File: config.mk
export PLATFORM = sky130hd
export DESIGN_NAME = psum_accum
export DESIGN_NICKNAME = d
export VERILOG_FILES = /design/src/rtl/acc_pkg.sv /design/src/rtl/psum_lane.sv /design/src/rtl/psum_accum.sv
export SDC_FILE = /design/constraint.sdc
export NUM_CORES = 1
export LEC_CHECK = 0
export CORE_UTILIZATION = 60
export CTS_BUF_LIST = sky130_fd_sc_hd__clkbuf_8
export CTS_CLUSTER_SIZE = 10
export DETAILED_ROUTE_END_ITERATION = 8
export GPL_TIMING_DRIVEN = 0
export PLACE_DENSITY = 0.88
export SETUP_SLACK_MARGIN = 0.05
export SLEW_MARGIN = 10
export SYNTH_ARGS = -nofsm -noshare
export SYNTH_HDL_FRONTEND = slang
export SYNTH_SLANG_ARGS = --single-unit
File: constraint.sdc
create_clock -name clk -period 4.94 [get_ports clk]
set_clock_uncertainty 0.1 [all_clocks]
set_input_delay 1.235 -clock clk [delete_from_list [all_inputs] [get_ports clk]]
set_output_delay 1.235 -clock clk [all_outputs]
set_load 0.005 [all_outputs]
File: src/rtl/acc_pkg.sv
// Shared types and helpers for the partial-sum accumulator: word widths, FSM states and
// the lane-slice helper used to pick one lane out of a packed multi-lane bus.
package acc_pkg;

  localparam int unsigned IW = 24;
  localparam int unsigned FW = 8;
  localparam int unsigned GW = 8;
  localparam int unsigned DW = IW + FW;
  localparam int unsigned AW = DW + GW;

  // Widest packed bus the slice helper accepts; narrower buses are zero-padded by the caller.
  localparam int unsigned MAX_LANES = 16;
  localparam int unsigned MAX_BUS   = MAX_LANES * DW;

  typedef enum logic [1:0] {
    StIdle = 2'd0,
    StAcc  = 2'd1,
    StOut  = 2'd2
  } state_e;

  function automatic logic [DW-1:0] lane_slice(input logic [MAX_BUS-1:0] bus,
                                               input int unsigned k);
    return bus[k*DW +: DW];
  endfunction

endpackage

File: src/rtl/psum_lane.sv
// One accumulator lane: AW-bit signed accumulator plus registered DW-bit output stage.
// Build with PSUM_SAT_EN defined to saturate the output instead of wrapping.
module psum_lane
  import acc_pkg::*;
(
  input  logic          clk,
  input  logic          rst_n,
  input  logic          clear,
  input  logic          en,
  input  logic          load,
  input  logic [DW-1:0] din,
  output logic [DW-1:0] dout
);

  logic [AW-1:0] acc_q;
  logic [AW-1:0] acc_sum;
  logic [DW-1:0] out_q;
  logic [DW-1:0] out_val;

  assign acc_sum = acc_q + {{GW{din[DW-1]}}, din};

`ifdef PSUM_SAT_EN
  // Guard bits plus the DW sign bit must all agree, otherwise the value is out of range.
  always_comb begin
    out_val = acc_sum[DW-1:0];
    if (acc_sum[AW-1:DW-1] != {(GW+1){acc_sum[AW-1]}}) begin
      out_val = acc_sum[AW-1] ? {1'b1, {(DW-1){1'b0}}} : {1'b0, {(DW-1){1'b1}}};
    end
  end
`else
  assign out_val = acc_sum[DW-1:0];
`endif

  // The output register loads on the final psum so data and out_vld appear together.
  always_ff @(posedge clk or negedge rst_n) begin
    if (!rst_n) begin
      acc_q <= '0;
      out_q <= '0;
    end else begin
      if (clear) begin
        acc_q <= '0;
      end else if (en) begin
        acc_q <= acc_sum;
      end
      if (load) begin
        out_q <= out_val;
      end
    end
  end

  assign dout = out_q;

endmodule

File: src/rtl/psum_accum.sv
// Partial-sum accumulator: sums PE products over cin_num channels and hands the lanes
// downstream on a valid/ready port. PSUM_SAT_EN selects saturating output lanes.
module psum_accum
  import acc_pkg::*;
#(
  parameter int unsigned OUTPUT_NUM = 7,
  parameter int unsigned CW         = 10
) (
  input  logic                   clk,
  input  logic                   rst_n,
  input  logic                   start,
  input  logic [CW-1:0]          cin_num,
  input  logic [OUTPUT_NUM*DW-1:0] psum_i,
  input  logic                   psum_vld,
  output logic                   psum_rdy,
  output logic [OUTPUT_NUM*DW-1:0] out_data,
  output logic                   out_vld,
  input  logic                   out_rdy,
  output logic                   busy,
  output logic                   done
);

  state_e        state_q, state_d;
  logic [CW-1:0] cnt_q;
  logic [CW-1:0] cin_q;
  logic          done_q;

  logic start_ok;
  logic acc_en;
  logic last;
  logic handshake;
  logic clear;

  logic [MAX_BUS-1:0] psum_pad;

  assign start_ok  = (state_q == StIdle) && start;
  assign acc_en    = (state_q == StAcc) && psum_vld;
  assign last      = acc_en && (cnt_q == cin_q - 1'b1);
  assign handshake = (state_q == StOut) && out_rdy;
  assign clear     = start_ok || handshake;

  always_comb begin
    state_d = state_q;
    unique case (state_q)
      StIdle:  if (start)   state_d = StAcc;
      StAcc:   if (last)    state_d = StOut;
      StOut:   if (out_rdy) state_d = StIdle;
      default:              state_d = StIdle;
    endcase
  end

  always_ff @(posedge clk or negedge rst_n) begin
    if (!rst_n) begin
      state_q <= StIdle;
      cnt_q   <= '0;
      cin_q   <= CW'(1);
      done_q  <= 1'b0;
    end else begin
      state_q <= state_d;
      done_q  <= handshake;
      if (start_ok) begin
        cnt_q <= '0;
        cin_q <= (cin_num == '0) ? CW'(1) : cin_num;
      end else if (acc_en) begin
        cnt_q <= cnt_q + 1'b1;
      end
    end
  end

  assign psum_pad = MAX_BUS'(psum_i);

  for (genvar k = 0; k < OUTPUT_NUM; k++) begin : g_lane
    psum_lane u_lane (
      .clk   (clk),
      .rst_n (rst_n),
      .clear (clear),
      .en    (acc_en),
      .load  (last),
      .din   (lane_slice(psum_pad, k)),
      .dout  (out_data[k*DW +: DW])
    );
  end

  assign psum_rdy = (state_q == StAcc);
  assign out_vld  = (state_q == StOut);
  assign busy     = (state_q != StIdle);
  assign done     = done_q;

endmodule
## Yosys cells after proc, flatten, opt, wreduce, memory -nomap -nowiden

Index checks and enable logic that the tools add are counted.

| operators by class | value |
|---|---|
| $add $sub $neg | 9 |
| equality and inequality tests | 6 |
| reductions and logical operators | 11 |
| mux-type cells | 21 |

Operators by type and width:

| kind | number |
|---|---|
| 40-bit two-way mux | 14 |
| 40-bit adder | 7 |
| 10-bit two-way mux | 3 |
| 10-bit by 1-bit adder with 10-bit output, second input constant | 1 |
| 10-bit == test | 1 |
| 10-bit logical NOT | 1 |
| 10-bit by 1-bit subtractor with 10-bit output, second input constant | 1 |
| 2-bit two-way mux | 3 |
| 2-bit one-hot mux with 3 select lines | 1 |
| 2-bit nonzero test | 3 |
| 1-bit logical AND | 4 |
| 2-bit by 1-bit inequality test with 1-bit output, second input constant | 2 |
| 3-bit AND reduction | 1 |
| 2-bit by 1-bit == test with 1-bit output, second input constant | 1 |
| 2-bit == test, second input constant | 1 |
| 2-bit logical NOT | 1 |
| 2-bit inequality test, second input constant | 1 |
| 1-bit logical OR | 1 |

| storage, ports and cells | value |
|---|---|
| logic and storage cells | 65 |
| bits of input ports | 239 |
| register bits | 527 |
| output and inout bits | 228 |

## Longest topological paths before layout

Gate-level depths: netlist of run 1.

| depth | value |
|---|---|
| word-level depth | 5 |
| depth in mapped cells | 14 |
| mapped depth without buffers | 12 |

## Cells and area by module

Synthesis of run 1 repeated with hierarchy kept, for this count alone.

| second synthesis, totals | value |
|---|---|
| cell total of the unflattened synthesis | 3210 |
| area total of the unflattened synthesis | 31162.4 µm² |

By module, submodules not included:

| module | seq. area each (µm²) | cells an instance | area each (µm²) | times used |
|---|---|---|---|---|
| psum_lane at g_lane[1].u_lane ... | 1601.5 | 437 | 4237.8 | 4 |
| psum_lane at g_lane[5].u_lane ... | 1601.5 | 432 | 4229.1 | 2 |
| psum_lane at g_lane[0].u_lane | 1601.5 | 463 | 4403.0 | 1 |
| psum_accum | 576.8 | 135 | 1350.0 | 1 |

## Least setup slack after synthesis of run 1

Ideal clock, no wire load.

| timing path | value |
|---|---|
| path kind | input -> register |
| start point | in psum_i[128] |
| end point | reg g_lane[4].u_lane.acc_q[30] |
| path slack | 737 ps |
| stages | 12 |
| setup time | 127 ps |
| buffers on the path | 0 |
| data arrival time | 3976 ps |
| required time | 4713 ps |
| path through | ha_1 > fa_1 > a21o_1 > a21oi_1 > nor3b_1 > o31ai_1 > a2111oi_0 > o31ai_1 > a21oi_1 > o41ai_1 > mux2i_1 > nand3_1 |

| on the way | value |
|---|---|
| longest elaborated chain between the ends | 3 |

Ends and longest elaborated chain:

| element | RTL line | text |
|---|---|---|
| start, declared | psum_accum.sv:13 | `input logic [OUTPUT_NUM*DW-1:0] psum_i,` |
| 40-bit adder | psum_lane.sv:20 | `assign acc_sum = acc_q + {{GW{din[DW-1]}}, din};` |
| 40-bit two-way mux | psum_lane.sv:42 | `end else if (en) begin` |
| 40-bit two-way mux | psum_lane.sv:40 | `if (clear) begin` |
| end signal, assigned | psum_lane.sv:43 | `acc_q <= acc_sum;` |
| end, declared | psum_lane.sv:15 | `logic [AW-1:0] acc_q;` |

No other way between the ends. The select of a mux whose other input is x is not followed.
A chain may end at the register's enable or synchronous reset.

## Worst setup path in the final report of run 1

| timing path | value |
|---|---|
| start point | in psum_i[161] |
| end point | reg g_lane[5].u_lane.out_q[31] |

| on the way | value |
|---|---|
| longest elaborated chain between the ends | 1 |

Ends and longest elaborated chain:

| element | RTL line | text |
|---|---|---|
| 40-bit adder | psum_lane.sv:20 |  |
| end signal, assigned | psum_lane.sv:46 | `out_q <= out_val;` |
| end, declared | psum_lane.sv:17 | `logic [DW-1:0] out_q;` |

No other way between the ends.

==> results.py, run 1 <==
metrics = {
    "run_status": {
        "result_of_the_run": "finished clean",
    },
    "pwr": {
        "sequential_fraction_of_design_power_pct": 28.5,
        "pwr-share-comb_pct": 55.4,
        "total_leakage_power_nw": 17.2,
        "intPower_mw": 13.5,
        "power-per-cell-area_nw_per_um2": 645,
        "total_power_mw": 23.0,
        "maximum_ir_drop_on_the_vdd_rail_mv": 0.428,
        "proportion_of_power_drawn_by_the_clock_network_pct": 16.1,
        "netSwitchingPower_mw": 9.47,
        "swShare_pct": 41.2,
    },
    "setup_path": {
        "max_stage_delay_ns": 0.64,
        "timing.reg2reg.setup_slack_ns": 0.84,
        "worstSetupEndpoint": "g_lane[5].u_lane.dout[31]",
        "timing_worst_setup_path_type": "in -> reg",
        "required_ns": 5.39,
        "reg2reg_start": "g_lane[5].u_lane.acc_q[4]",
        "critPathLaunchType": "input port",
        "worst_path_slowest_cell": "sky130_fd_sc_hd__o311ai_0",
        "endpoint_kind": "flip-flop",
        "critical_path.startpoint": "psum_i[161]",
        "worstRegToRegCells": 11,
        "critical_path_peak_fanout": 4,
        "cp_top_family": "compound AO/OA/AOI/OAI gates",
        "critical_path_cell_by_cell": "clkdlybuf4s50_1 > ha_1 > a211oi_1 > o31ai_1 > o31ai_1 > o31ai_1 > a21oi_1 > o311ai_0 > o21ai_0 > a311oi_2 > xor2_1 > o21ai_0",
        "critical_path.most_common_cell": "sky130_fd_sc_hd__o31ai_1",
        "path_buf_inv": 1,
        "worstPathArrival_ns": 5.11,
        "worst_path_depth": 12,
        "terminus_of_the_critical_flop_to_flop_path": "g_lane[5].u_lane.dout[31]",
    },
    "sta": {
        "clock.fmax_mhz": 215,
        "finalCritPeriodShare_pct": 94.3,
        "min_period_ns": 4.66,
        "relSlewSlack_pct": 21.0,
        "hold_viol": 0,
        "setup-violations-final": 0,
        "rsz0062_at_grt": "false",
        "timing.final.ws_setup_ns": 0.281,
        "maxSlewViolCount": 0,
        "setup-tns-final_ns": 0,
        "worstMarginPinSlew_ns": 1.19,
    },
    "layout": {
        "area_delta_synth_final_pct": 25.9,
        "drive_above_1_share_pct": 6.17,
        "post_layout_nonfiller_instances": 3933,
        "layout.nets": 3712,
        "final.fill_count": 3175,
    },
    "drt": {
        "antenna_violating_nets_post_route": 0,
        "drt-vias-per-instance": 6.22,
        "drc": 0,
        "drt-pass1-iter-count": 6,
        "wl_met2_microns": 41500,
        "via_count": 24500,
        "wirelength_met1_microns": 34000,
        "wl_microns": 87200,
        "dr_wl_met3_microns": 7540,
        "routedWlPerCell_microns": 22.2,
        "highest_layer": "met5",
        "drt_first_iter_violations": 1948,
    },
    "placed_design": {
        "place.detailed.hpwl_microns": 65800,
        "post-place-cells": 3769,
        "pre_cts_ws_ns": -0.581,
        "place.gp.congestion": 0.946,
        "place.port_buffers": 465,
    },
    "grt": {
        "grt_pass1_wl_microns": 133000,
        "grt.overflow.total": 0,
        "maximum_number_of_pins_on_one_net_before_global_route_repair": 114,
        "grt_usage_pct": 36.0,
        "first_global_vias": 24700,
        "grt_antenna_before_repair": 25,
    },
    "synthesis": {
        "mappedNetlistArea_sq_um": 28300,
        "ys_top_cells_by_count": "sky130_fd_sc_hd__dfrtp_1 (470), sky130_fd_sc_hd__ha_1 (219), sky130_fd_sc_hd__a21oi_1 (191), sky130_fd_sc_hd__a22o_1 (188), sky130_fd_sc_hd__nand2_1 (172)",
        "syn-num-nets": 3156,
        "synthesis.area_per_instance_sq_um": 10.5,
        "synth-edff-count": 0,
        "synth.distinct_cells": 74,
        "synth_top_cell_by_area": "sky130_fd_sc_hd__dfrtp_1",
        "synth.yosys.warnings": 0,
        "post-synth-top-count-cell": "sky130_fd_sc_hd__dfrtp_1",
        "synthesized_netlist_cell_count": 2691,
        "top_post_synthesis_cells_by_area": "sky130_fd_sc_hd__dfrtp_1 (42%), sky130_fd_sc_hd__ha_1 (9.7%), sky130_fd_sc_hd__mux2_1 (6.6%), sky130_fd_sc_hd__a22o_1 (5.8%), sky130_fd_sc_hd__xnor2_1 (4.7%)",
        "seq_area_frac_synth_pct": 41.7,
        "yosys.area.top_type_share_pct": 41.6,
        "synth-seq-cells": 471,
        "async_flop_share_pct": 100,
        "synth_top_flop_cell": "sky130_fd_sc_hd__dfrtp_1",
    },
    "floorplan": {
        "initial_core_util_pct": 60.8,
        "die-height_microns": 219,
        "dieArea_sq_um": 48000,
        "ioPinCount": 467,
        "standard_cell_rows": 79,
        "core_area_sq_um": 46600,
        "dieWidth_microns": 219,
    },
    "clock_network": {
        "cts_tree": "built",
        "cts.path.max_buffers": 3,
        "cts_hold_repair.buffers": 0,
        "clockRootBuffer": "sky130_fd_sc_hd__clkbuf_8",
        "clkSlewWorstSetupHoldPaths_ns": 0.06,
        "clock_latency_on_the_worst_skew_pair_ns": 0.69,
        "htree_num_levels": 3,
        "cts-buffers-inserted": 83,
        "cts_num_sinks": 471,
    },
    "min_path": {
        "hold_class": "in -> async",
    },
    "job": {
        "maxCapViolCount": 0,
    },
}
## metal layers
layer  vias up  GRT usage [%]
li1      11200              -
met1     12100           43.2
met2      1011           59.3
met3       225           9.90
met4        10           18.3
met5         -              0
## final cells by class
type / count / area [sq um] / area share (%)
Antenna cell: 21 / 52.6 / 0.148
Buffer: 104 / 546 / 1.53
Clock buffer: 106 / 1460 / 4.10
Clock inverter: 37 / 221 / 0.622
Inverter: 51 / 191 / 0.537
Multi-Input combinational cell: 2065 / 15800 / 44.3
Sequential cell: 471 / 11800 / 33.1
Tap cell: 607 / 759 / 2.13
Timing Repair Buffer: 471 / 4800 / 13.5
## metrics by stage
stage	area, sq um	util (%)	hold slack (ns)
floorplan	28300	-	0.353
global placement	33700	72.4	0.365
detailed placement	33900	72.8	0.370
CTS	35600	76.4	0.215
global route	35600	76.5	0.235
finish	35600	76.5	0.251
## registers in the layout, summed over array words and instances (netlist names)
register	flops
cin_q	10
g_lane.u_lane.acc_q	224
state_q	2
g_lane.u_lane.dout	224
done	1
cnt_q	10
## worst min path at each step
| stage | startpoint | end | slack [ns] | cells past startpoint |
|---|---|---|---|---|
| 2_1_floorplan | g_lane[1].u_lane.acc_q[28] | g_lane[1].u_lane.acc_q[28] | 0.35 | 2 |
| 3_3_place_gp | g_lane[4].u_lane.dout[2] | g_lane[4].u_lane.dout[2] | 0.37 | 2 |
| 3_5_place_dp | g_lane[6].u_lane.dout[9] | g_lane[6].u_lane.dout[9] | 0.37 | 2 |
| 4_1_cts | rst_n | g_lane[2].u_lane.acc_q[21] | 0.22 | 1 |
| 5_1_grt | rst_n | g_lane[2].u_lane.acc_q[23] | 0.23 | 1 |
| 6_report | rst_n | g_lane[2].u_lane.acc_q[21] | 0.25 | 1 |
## power groups by stage
stage	clock, mW	combinational (mW)	sequential, mW
after CTS	3.75	12.6	6.51
after global routing	3.90	13.9	6.71
after detailed placement	0	12.5	6.54
after floorplan	0	8.55	6.33
after global placement	0	12.0	6.49
final	3.70	12.7	6.54
## logic make-up after synthesis
logic type               synth area share (%)
AND/OR/NAND/NOR                          9.39
XOR/XNOR                                 6.77
multiplexers                             8.36
flip-flops                               41.7
buffers and inverters                    2.60
adder cells (fa/ha/maj)                  10.2
AO/OA/AOI/OAI                            21.0
## cell usage in the layout, fill, tap and decap left out, types with 20 or more instances in the layout
master	n
sky130_fd_sc_hd__clkbuf_1	69
sky130_fd_sc_hd__o21bai_1	26
sky130_fd_sc_hd__o31ai_1	25
sky130_fd_sc_hd__buf_6	20
sky130_fd_sc_hd__nand2b_1	26
sky130_fd_sc_hd__mux2_1	165
sky130_fd_sc_hd__nand2_1	172
sky130_fd_sc_hd__and3_1	27
sky130_fd_sc_hd__diode_2	21
sky130_fd_sc_hd__a21oi_1	191
sky130_fd_sc_hd__xnor2_1	152
sky130_fd_sc_hd__clkdlybuf4s50_1	464
sky130_fd_sc_hd__nor2_1	127
sky130_fd_sc_hd__nand3_1	47
sky130_fd_sc_hd__inv_1	74
sky130_fd_sc_hd__xor2_1	59
sky130_fd_sc_hd__clkbuf_8	106
sky130_fd_sc_hd__ha_1	219
sky130_fd_sc_hd__nor3_1	33
sky130_fd_sc_hd__a31oi_1	22
sky130_fd_sc_hd__dfrtp_1	470
sky130_fd_sc_hd__a22o_1	188
sky130_fd_sc_hd__mux2_2	31
sky130_fd_sc_hd__a21o_1	135
sky130_fd_sc_hd__o21ai_0	145
## what timing repair did
action | CTS | global route
gates resized for setup | 0 | 2
setup buffers | 0 | 0
setup endpoints to repair | 0 | 3
Power figures use the tool's default switching activity.
==> run 2, diff against run 1 <==
--- a/config.mk
+++ b/config.mk
@@ -5,6 +5,7 @@
 export SDC_FILE = /design/constraint.sdc
 export NUM_CORES = 1
 export LEC_CHECK = 0
+export CORE_MARGIN = 1
 export CORE_UTILIZATION = 60
 export CTS_BUF_LIST = sky130_fd_sc_hd__clkbuf_8
 export CTS_CLUSTER_SIZE = 10
==> results of run 2 <==
Final layout, timing and power as in run 1 (identical DEF).
